$ cat src/rtl/cp0_exc_unit.sv
// Coprocessor-0 exception/interrupt controller at the M (commit) stage.
// Decides whether to take a trap this cycle and holds SR, Cause, EPC and PRId.
module cp0_exc_unit #(
    parameter logic [31:0] HANDLER_ADDR = 32'h0000_4180,
    parameter logic [31:0] PRID_VAL     = 32'h0000_2021
) (
    input  logic        clk,
    input  logic        reset,
    input  logic [4:0]  A,
    input  logic [31:0] DIn,
    input  logic        WE,
    input  logic [31:0] VPC,
    input  logic        BDIn,
    input  logic [4:0]  ExcCodeIn,
    input  logic [5:0]  HWInt,
    input  logic        EXLClr,
    output logic        Req,
    output logic [31:0] DOut,
    output logic [31:0] EPCOut,
    output logic [31:0] HandlerPC
);

    localparam logic [4:0] REG_SR    = 5'd12;
    localparam logic [4:0] REG_CAUSE = 5'd13;
    localparam logic [4:0] REG_EPC   = 5'd14;
    localparam logic [4:0] REG_PRID  = 5'd15;

    logic [5:0]  im;
    logic        exl;
    logic        ie;
    logic        bd;
    logic [5:0]  ip;
    logic [4:0]  exc_code;
    logic [31:0] epc;

    logic        int_req;
    logic        exc_req;
    logic [31:0] sr_word;
    logic [31:0] cause_word;

    // EXL masks every new request: no nesting until eret or an mtc0 clears it.
    assign int_req = (|(HWInt & im)) & ie & ~exl;
    assign exc_req = (ExcCodeIn != 5'd0) & ~exl;
    assign Req     = int_req | exc_req;

    // Req cancels the M-stage instruction, so its eret/mtc0 side effects are dropped.
    always_ff @(posedge clk) begin
        if (reset) begin
            im       <= 6'd0;
            exl      <= 1'b0;
            ie       <= 1'b0;
            bd       <= 1'b0;
            ip       <= 6'd0;
            exc_code <= 5'd0;
            epc      <= 32'd0;
        end else begin
            ip <= HWInt;
            if (Req) begin
                exl      <= 1'b1;
                exc_code <= int_req ? 5'd0 : ExcCodeIn;
                bd       <= BDIn;
                epc      <= BDIn ? (VPC - 32'd4) : VPC;
            end else if (EXLClr) begin
                exl <= 1'b0;
            end else if (WE) begin
                if (A == REG_SR) begin
                    im  <= DIn[15:10];
                    exl <= DIn[1];
                    ie  <= DIn[0];
                end else if (A == REG_EPC) begin
                    epc <= DIn;
                end
            end
        end
    end

    assign sr_word    = {16'd0, im, 8'd0, exl, ie};
    assign cause_word = {bd, 15'd0, ip, 3'd0, exc_code, 2'd0};

    always_comb begin
        DOut = 32'd0;
        case (A)
            REG_SR:    DOut = sr_word;
            REG_CAUSE: DOut = cause_word;
            REG_EPC:   DOut = epc;
            REG_PRID:  DOut = PRID_VAL;
            default:   DOut = 32'd0;
        endcase
    end

    assign EPCOut    = epc;
    assign HandlerPC = HANDLER_ADDR;

endmodule

$ cat config.mk
export PLATFORM = sky130hd
export DESIGN_NAME = cp0_exc_unit
export DESIGN_NICKNAME = d
export VERILOG_FILES = /design/src/rtl/cp0_exc_unit.sv
export SDC_FILE = /design/constraint.sdc
export NUM_CORES = 1
export LEC_CHECK = 0
export ABC_AREA = 1
export CORE_MARGIN = 1
export CORE_UTILIZATION = 42
export DETAILED_ROUTE_END_ITERATION = 8
export PLACE_DENSITY = 0.84
export SLEW_MARGIN = 20
export SYNTH_ARGS = -nofsm -noshare
export SYNTH_HDL_FRONTEND = slang
export SYNTH_SLANG_ARGS = --single-unit
$ cat constraint.sdc
create_clock -name clk -period 2 [get_ports clk]
set_input_delay 0.3 -clock clk [delete_from_list [all_inputs] [get_ports clk]]
set_output_delay 0.3 -clock clk [all_outputs]
set_load 0.1 [all_outputs]
==> run_results.csv, run 1 <==
group,metric,value,unit
synth,synth_edf_count,0,
pwr,p_leak,2.82,nW
pwr,swShare,44.6,%
synth,synth_simple_gate_area_share,35.9,%
clock_tree,cts_tree,"done",
synth,synth_top_family_by_area,"simple AND/OR/NAND/NOR gates",
pwr,clockPowerShare,21.1,%
pwr,power.total,3.47,mW
cells_and_area,num-fill-cells,744,
pwr,pwr-share-seq,33.7,%
synth,synth-seq-cells,52,
pwr,peakVddDrop,0.000390,V
clock_tree,hold_buffers,0,
global_routing,grt_max_degree,25,
clock_tree,cts_buffer_depth,2,
synth,yosys-top-cells-count,"nand2_1 (164), nor2_1 (103), inv_1 (79)",
sta,finalHoldViolCount,0,
sta,period_share,95.7,%
sta,slew_viol_final,0,
die,std_cell_rows,34,
synth,yosys.area_share.xor_xnor,3.83,%
cells_and_area,multiInputGateArea,0.00241,mm²
synth,synthFlopType,"dfxtp_1",
setup_path,startpoint_type,"input port",
drt,first_pass_iters,7,
cells_and_area,seq_area,0.00104,mm²
setup_path,cp.required,1700,ps
clock_tree,clk_pin_slew,100,ps
die,initial_core_util,44.0,%
synth,synth_area_leaders,"dfxtp_1 (27%), nand2_1 (16%), nor2_1 (9.9%)",
setup_path,worstPathMaxFanout,11,
pwr,combPwrFrac,45.1,%
sta,max_freq,0.522,GHz
setup_path,r2r-end,"ie",
cells_and_area,area_growth,59.5,%
global_routing,grt-busiest-layer,"met2",
global_routing,grt_util_met3,3.79,%
synth,synth_top_area_cell,"dfxtp_1",
drt,wire_per_inst,14.2,µm
die,core,0.00885,mm²
synth,synth_seq_area_share,26.8,%
setup_path,ff2ff_setup_slack,390,ps
setup_path,worstSetupPathType,"in -> out",
die,ios,182,
synth,synth_compound_area_share,14.4,%
sta,fin_crit,1910,ps
pwr,p_int,1.92,mW
clock_tree,clock_latency,310,ps
synth,yosysTopAreaCellShare,26.8,%
clock_tree,cts_root_buf,"clkbuf_8",
die,fp.dieH,98.3,µm
die,die_area,0.00965,mm²
global_routing,gr-total-overflow,0,
die,die_w,98.3,µm
run_status,status,"complete, but fails checks",
clock_tree,cts_buffers,5,
drt,drc,11,
cells_and_area,diodes,0,
flow_run,drv_cap,0,
global_routing,antenna_found_initial,0,
global_routing,grt_use_met1,33.4,%
placement,post-dp-hpwl,10800,µm
sta,rsz0062_at_grt,"false",
synth,yosys-mux-area-fraction,0,%
pwr,powerDensity,559,mW/mm²
clock_tree,htreeDepth,2,
sta,fin_skew,9.50,ps
synth,netlist_area,0.00389,mm²
drt,drtIter0Drc,202,
hold_path,hold_class,"reg -> reg",
global_routing,track_usage,26.5,%
drt,vias,4519,
drt,viasPerCell,4.95,
synth,synthDistinctLibCells,43,
drt,antenna_left,0,
run_status,violations,"design-rule violations",
synth,syn_inst,619,
synth,synthAdderAreaFrac,0.322,%
cells_and_area,drive_gt1_share,24.3,%
global_routing,met2_usage,46.0,%
placement,gp_congestion,0.913,
synth,ys_warn_count,0,
synth,yosysMostFrequentCell,"nand2_1",
synth,avgSynthCellArea,6.29,µm²
cells_and_area,finish.net_count,890,
sta,setup_violations,0,
synth,async_flop_share,0,%
setup_path,reg2reg_from,"im[1]",
setup_path,endpoint,"Req",
placement,port_buffers,149,
pwr,power_switching,1.55,mW
cells_and_area,utilization,70.1,%
drt,drt-total-wl,12900,µm
global_routing,first_global_vias,4304,
setup_path,critPathCaptureType,"primary output",
clock_tree,cts_sinks,52,
global_routing,grt_pass1_wl,20600,µm
setup_path,cp-startpoint,"HWInt[4]",
setup_path,arrival,1610,ps
setup_path,worstRegToRegCells,11,
## power groups by stage
stage	Combinational (mW)	Clock (mW)	Sequential, mW
2_1_floorplan	0.720	0	1.60
3_3_place_gp	1.54	0	1.19
3_5_place_dp	1.55	0	1.19
4_1_cts	1.56	0.739	1.17
5_1_grt	1.64	0.800	1.18
6_report	1.57	0.733	1.17
## through the flow
stage	hold WS [ps]	std cells	setup TNS (ps)	setup WS (ps)	area, µm²
2_1_floorplan	373	649	-5240	-540	4190
5_1_grt	499	913	0	0.200	6210
6_report	470	913	0	85.3	6210
4_1_cts	471	912	-8.39	-5.90	6180
3_3_place_gp	452	904	-3200	-124	6050
3_5_place_dp	457	904	-5980	-189	6050
## flip-flops by register name, indices dropped and copies added (netlist names)
| register | cells |
|---|---|
| EPCOut | 32 |
| bd | 1 |
| exc_code | 5 |
| exl | 1 |
| ie | 1 |
| im | 6 |
| ip | 6 |
## worst min path at each step
stage	startpoint	to	slack [ps]	cells past startpoint
after floorplan	reset	EPCOut[18]	370	1
after global placement	exc_code[3]	exc_code[3]	450	2
after detailed placement	exc_code[3]	exc_code[3]	460	2
after CTS	exc_code[3]	exc_code[3]	470	2
after global routing	exc_code[3]	exc_code[3]	500	2
final	exc_code[3]	exc_code[3]	470	2
## logic make-up (layout without fill, tap and decap cells)
group           Yosys count  in the layout
compound gates           91             91
xor+xnor                 17             17
other cells               2             32
fa+ha+maj                 1              1
flops                    52             52
buf+inv                 136            292
simple gates            320            320
## placed cells by master (no fill, tap or decap), drive strengths merged, types with 2 or more instances in the layout
cell type / netlist / layout
a21oi: 31 / 31
a22o: 3 / 3
a31oi: 5 / 5
buf: 47 / 117
clkbuf: 7 / 7
clkdlybuf4s50: 0 / 79
conb: 2 / 32
dfxtp: 52 / 52
dlygate4sd2: 0 / 3
dlymetal6s2s: 0 / 2
inv: 82 / 82
nand2: 171 / 171
nand3: 20 / 20
nand3b: 3 / 3
nand4: 8 / 8
nor2: 112 / 112
nor3: 6 / 6
o211ai: 10 / 10
o21ai: 34 / 34
o221ai: 3 / 3
xnor2: 6 / 6
xor2: 11 / 11
## layer usage
layer  vias to the layer above  share of wire (%)
met1                      2072                 42
met3                        29                6.2
met4                         0                2.8
li1                       2236                  -
met2                       182                 49
met5                         -                  0
## critical path, stage by stage
cell and delay, ps:
clkdlybuf4s50_1 450, inv_1 60, o21ai_2 110, inv_1 80
nand2_2 90, nand3_4 90, nand2_4 120, buf_12 140
buf_12 170
## final cells by class
| cell class | instances | area share [%] |
|---|---|---|
| clock inverters | 2 | 0.625 |
| repair buffers | 202 | 35.2 |
| inverters | 82 | 5.06 |
| multi-input cells | 461 | 38.9 |
| clock buffers | 6 | 1.17 |
| flip-flops and latches | 52 | 16.8 |
| well taps | 108 | 2.18 |
## repair_timing
| action | CTS | global route |
|---|---|---|
| endpoints found under the setup margin | 30 | 27 |
| setup buffers | 0 | 1 |
| gates resized for setup | 7 | 8 |
| hold endpoints to repair | 0 | 0 |
| pin swaps | 1 | 3 |
No activity file was read; power rests on OpenSTA's default activity.
==> inputs of run 2 (changes only) <==
--- a/config.mk
+++ b/config.mk
@@ -6,8 +6,10 @@
 export NUM_CORES = 1
 export LEC_CHECK = 0
 export ABC_AREA = 1
+export CELL_PAD_IN_SITES_DETAIL_PLACEMENT = 1
+export CELL_PAD_IN_SITES_GLOBAL_PLACEMENT = 1
 export CORE_MARGIN = 1
-export CORE_UTILIZATION = 42
+export CORE_UTILIZATION = 28
 export DETAILED_ROUTE_END_ITERATION = 8
 export PLACE_DENSITY = 0.84
 export SLEW_MARGIN = 20
==> run 2 against run 1 <==
The flow now finishes without violations. Critical endpoint unchanged. Setup slack worse by 53 ps. Clock skew is 3.4 ps higher. Largest cell class unchanged. Via count hardly changed. Power is 6.5% higher. Die area is 49% higher. Sequential power hardly changed. Flip-flop and latch count stayed put. First-iteration DRC count is 19% lower. Hold slack better by 17 ps. Clock-buffer cell count is 1 lower. Clock power is 24% higher.
==> run_results.csv, run 2 (same netlist as run 1, synthesis figures left out) <==
group,metric,value,unit
hold_path,hold_class,"reg -> reg",
clock_tree,cts_buffers,5,
drt,viasPerCell,4.52,
cells_and_area,largest_reg_flops,32,
global_routing,grt_max_degree,22,
setup_path,critPathCaptureType,"primary output",
placement,gp_congestion,0.896,
sta,fin_crit,1970,ps
clock_tree,cts_root_buf,"clkbuf_16",
setup_path,arrival,1670,ps
sta,whs,487,ps
global_routing,grt_pass1_wl,25000,µm
clock_tree,htreeDepth,2,
sta,fin_skew,12.9,ps
cells_and_area,layout_common_cells,"nand2_1 (162), buf_4 (98), nor2_1 (83), clkdlybuf4s50_1 (79), inv_1 (78)",
run_status,status,"finished, final reports clean",
drt,wire_per_inst,15.5,µm
clock_tree,cts_buffer_depth,2,
cells_and_area,final_common_cell,"nand2_1",
die,fp.dieH,120,µm
die,std_cell_rows,42,
setup_path,critical_path_buf_inv_count,4,
clock_tree,cts_tree,"done",
sta,max_freq,0.508,GHz
sta,finalHoldViolCount,0,
cells_and_area,fin_area,0.00652,mm²
setup_path,worstSetupPathType,"in -> out",
pwr,powerDensity,567,mW/mm²
setup_path,cp_slowest_stage_delay,460,ps
global_routing,gr-total-overflow,0,
flow_run,drv_cap,0,
sta,slew_viol_final,0,
global_routing,antenna_found_initial,0,
die,die_area,0.0144,mm²
cells_and_area,area_growth,67.7,%
pwr,peakVddDrop,0.000278,V
sta,rsz0062_at_grt,"true",
drt,antenna_left,0,
setup_path,crit_slowest_cell,"clkdlybuf4s50_1",
setup_path,worstRegToRegCells,12,
die,ios,182,
sta,setup_violations,0,
die,initial_core_util,29.0,%
drt,vias,4520,
placement,port_buffers,149,
setup_path,cp_num_cells,9,
drt,drc,0,
global_routing,first_global_vias,4812,
drt,first_pass_iters,4,
setup_path,cp_cell_sequence,"clkdlybuf4s50_1 > inv_1 > o21ai_2 > nor2_1 > nand2_2 > nand3_4 > nand2_8 > buf_12 > buf_12",
setup_path,critical_path.top_delay_family,"buffers and inverters",
clock_tree,cts_sinks,52,
cells_and_area,utilization,48.7,%
drt,drt-total-wl,15500,µm
pwr,power.total,3.70,mW
sta,setup_tns,0,ps
cells_and_area,drive_gt1_share,26.5,%
clock_tree,clk_pin_slew,70,ps
global_routing,track_usage,22.0,%
die,core,0.0134,mm²
setup_path,cp.required,1700,ps
placement,dpl-instance-area,0.00630,mm²
pwr,p_leak,2.94,nW
placement,post-dp-hpwl,12900,µm
cells_and_area,num-fill-cells,1704,
cells_and_area,diodes,0,
clock_tree,clock_latency,300,ps
cells_and_area,finish.net_count,909,
setup_path,ff2ff_setup_slack,350,ps
setup_path,worstPathMaxFanout,13,
sta,period_share,98.4,%
drt,drtIter0Drc,163,
hold_path,min_path_cells,2,
setup_path,startpoint_type,"input port",
die,die_w,120,µm
setup_path,worst_path_most_repeated_cell,"buf_12",
==> run 2: cell count changes in the layout (fill, tap and decap cells not counted), moves of 2 or more <==
| cell | delta |
|---|---|
| dlymetal6s2s_1 | -2 |
| dlygate4sd2_1 | +2 |
| buf_12 | +3 |
| clkbuf_16 | +5 |
| clkbuf_8 | -5 |
| buf_4 | +17 |
==> run 2: worst paths after layout <==
path / start / end
setup / recovery: HWInt[2] / Req
hold / removal: EPCOut[29] / EPCOut[29]
setup reg to reg: im[2] / im[2]
hold reg to reg: EPCOut[29] / EPCOut[29]
==> run 2: what timing repair did <==
item | in CTS | in global routing
buffers inserted | 1 | 2
setup endpoints to repair | 31 | 6
gates resized for setup | 11 | 7
hold buffers | 0 | 0
pin swaps | 4 | 2
==> run 2: stage by stage <==
stage,instances,setup slack (ps)
final,1000,32.4
after global routing,1000,-31.9
after CTS,998,3.23
after detailed placement,989,-231
after global placement,989,-134
after floorplan,649,-540
==> run 2: report_power, final <==
| group | internal, mW | switching, mW | total [mW] |
|---|---|---|---|
| Clock | 0.476 | 0.435 | 0.911 |
| Combinational | 0.452 | 1.16 | 1.61 |
| Sequential | 1.11 | 0.0551 | 1.17 |
==> run 2: layer usage <==
metal / wire length, µm / GRT usage, % / share of wire (%)
met1: 6950 / 28.2 / 45
met2: 7650 / 37.9 / 49
met3: 455 / 2.14 / 2.9
met4: 420 / 8.13 / 2.7
met5: 0 / 0 / 0
==> run 2: cell type report <==
class	count	area [µm²]	area share, %
repair buffers	221	2360	36.1
multi-input cells	461	2440	37.4
inverters	82	310	4.76
clock buffers	5	125	1.92
flip-flops and latches	52	1040	16.0
clock inverters	3	27.5	0.422
well taps	176	220	3.38
==> run 2: worst register-to-register path: stages, from the launching register on <==
cell	delay (ps)
dfxtp_1	300
inv_1	100
o21ai_2	80
nor2_1	120
nand2_2	90
nand3_4	100
nand2_8	80
inv_4	190
nand3_2	120
buf_12	160
nand2_1	60
nand2_1	50
nor2_1	110
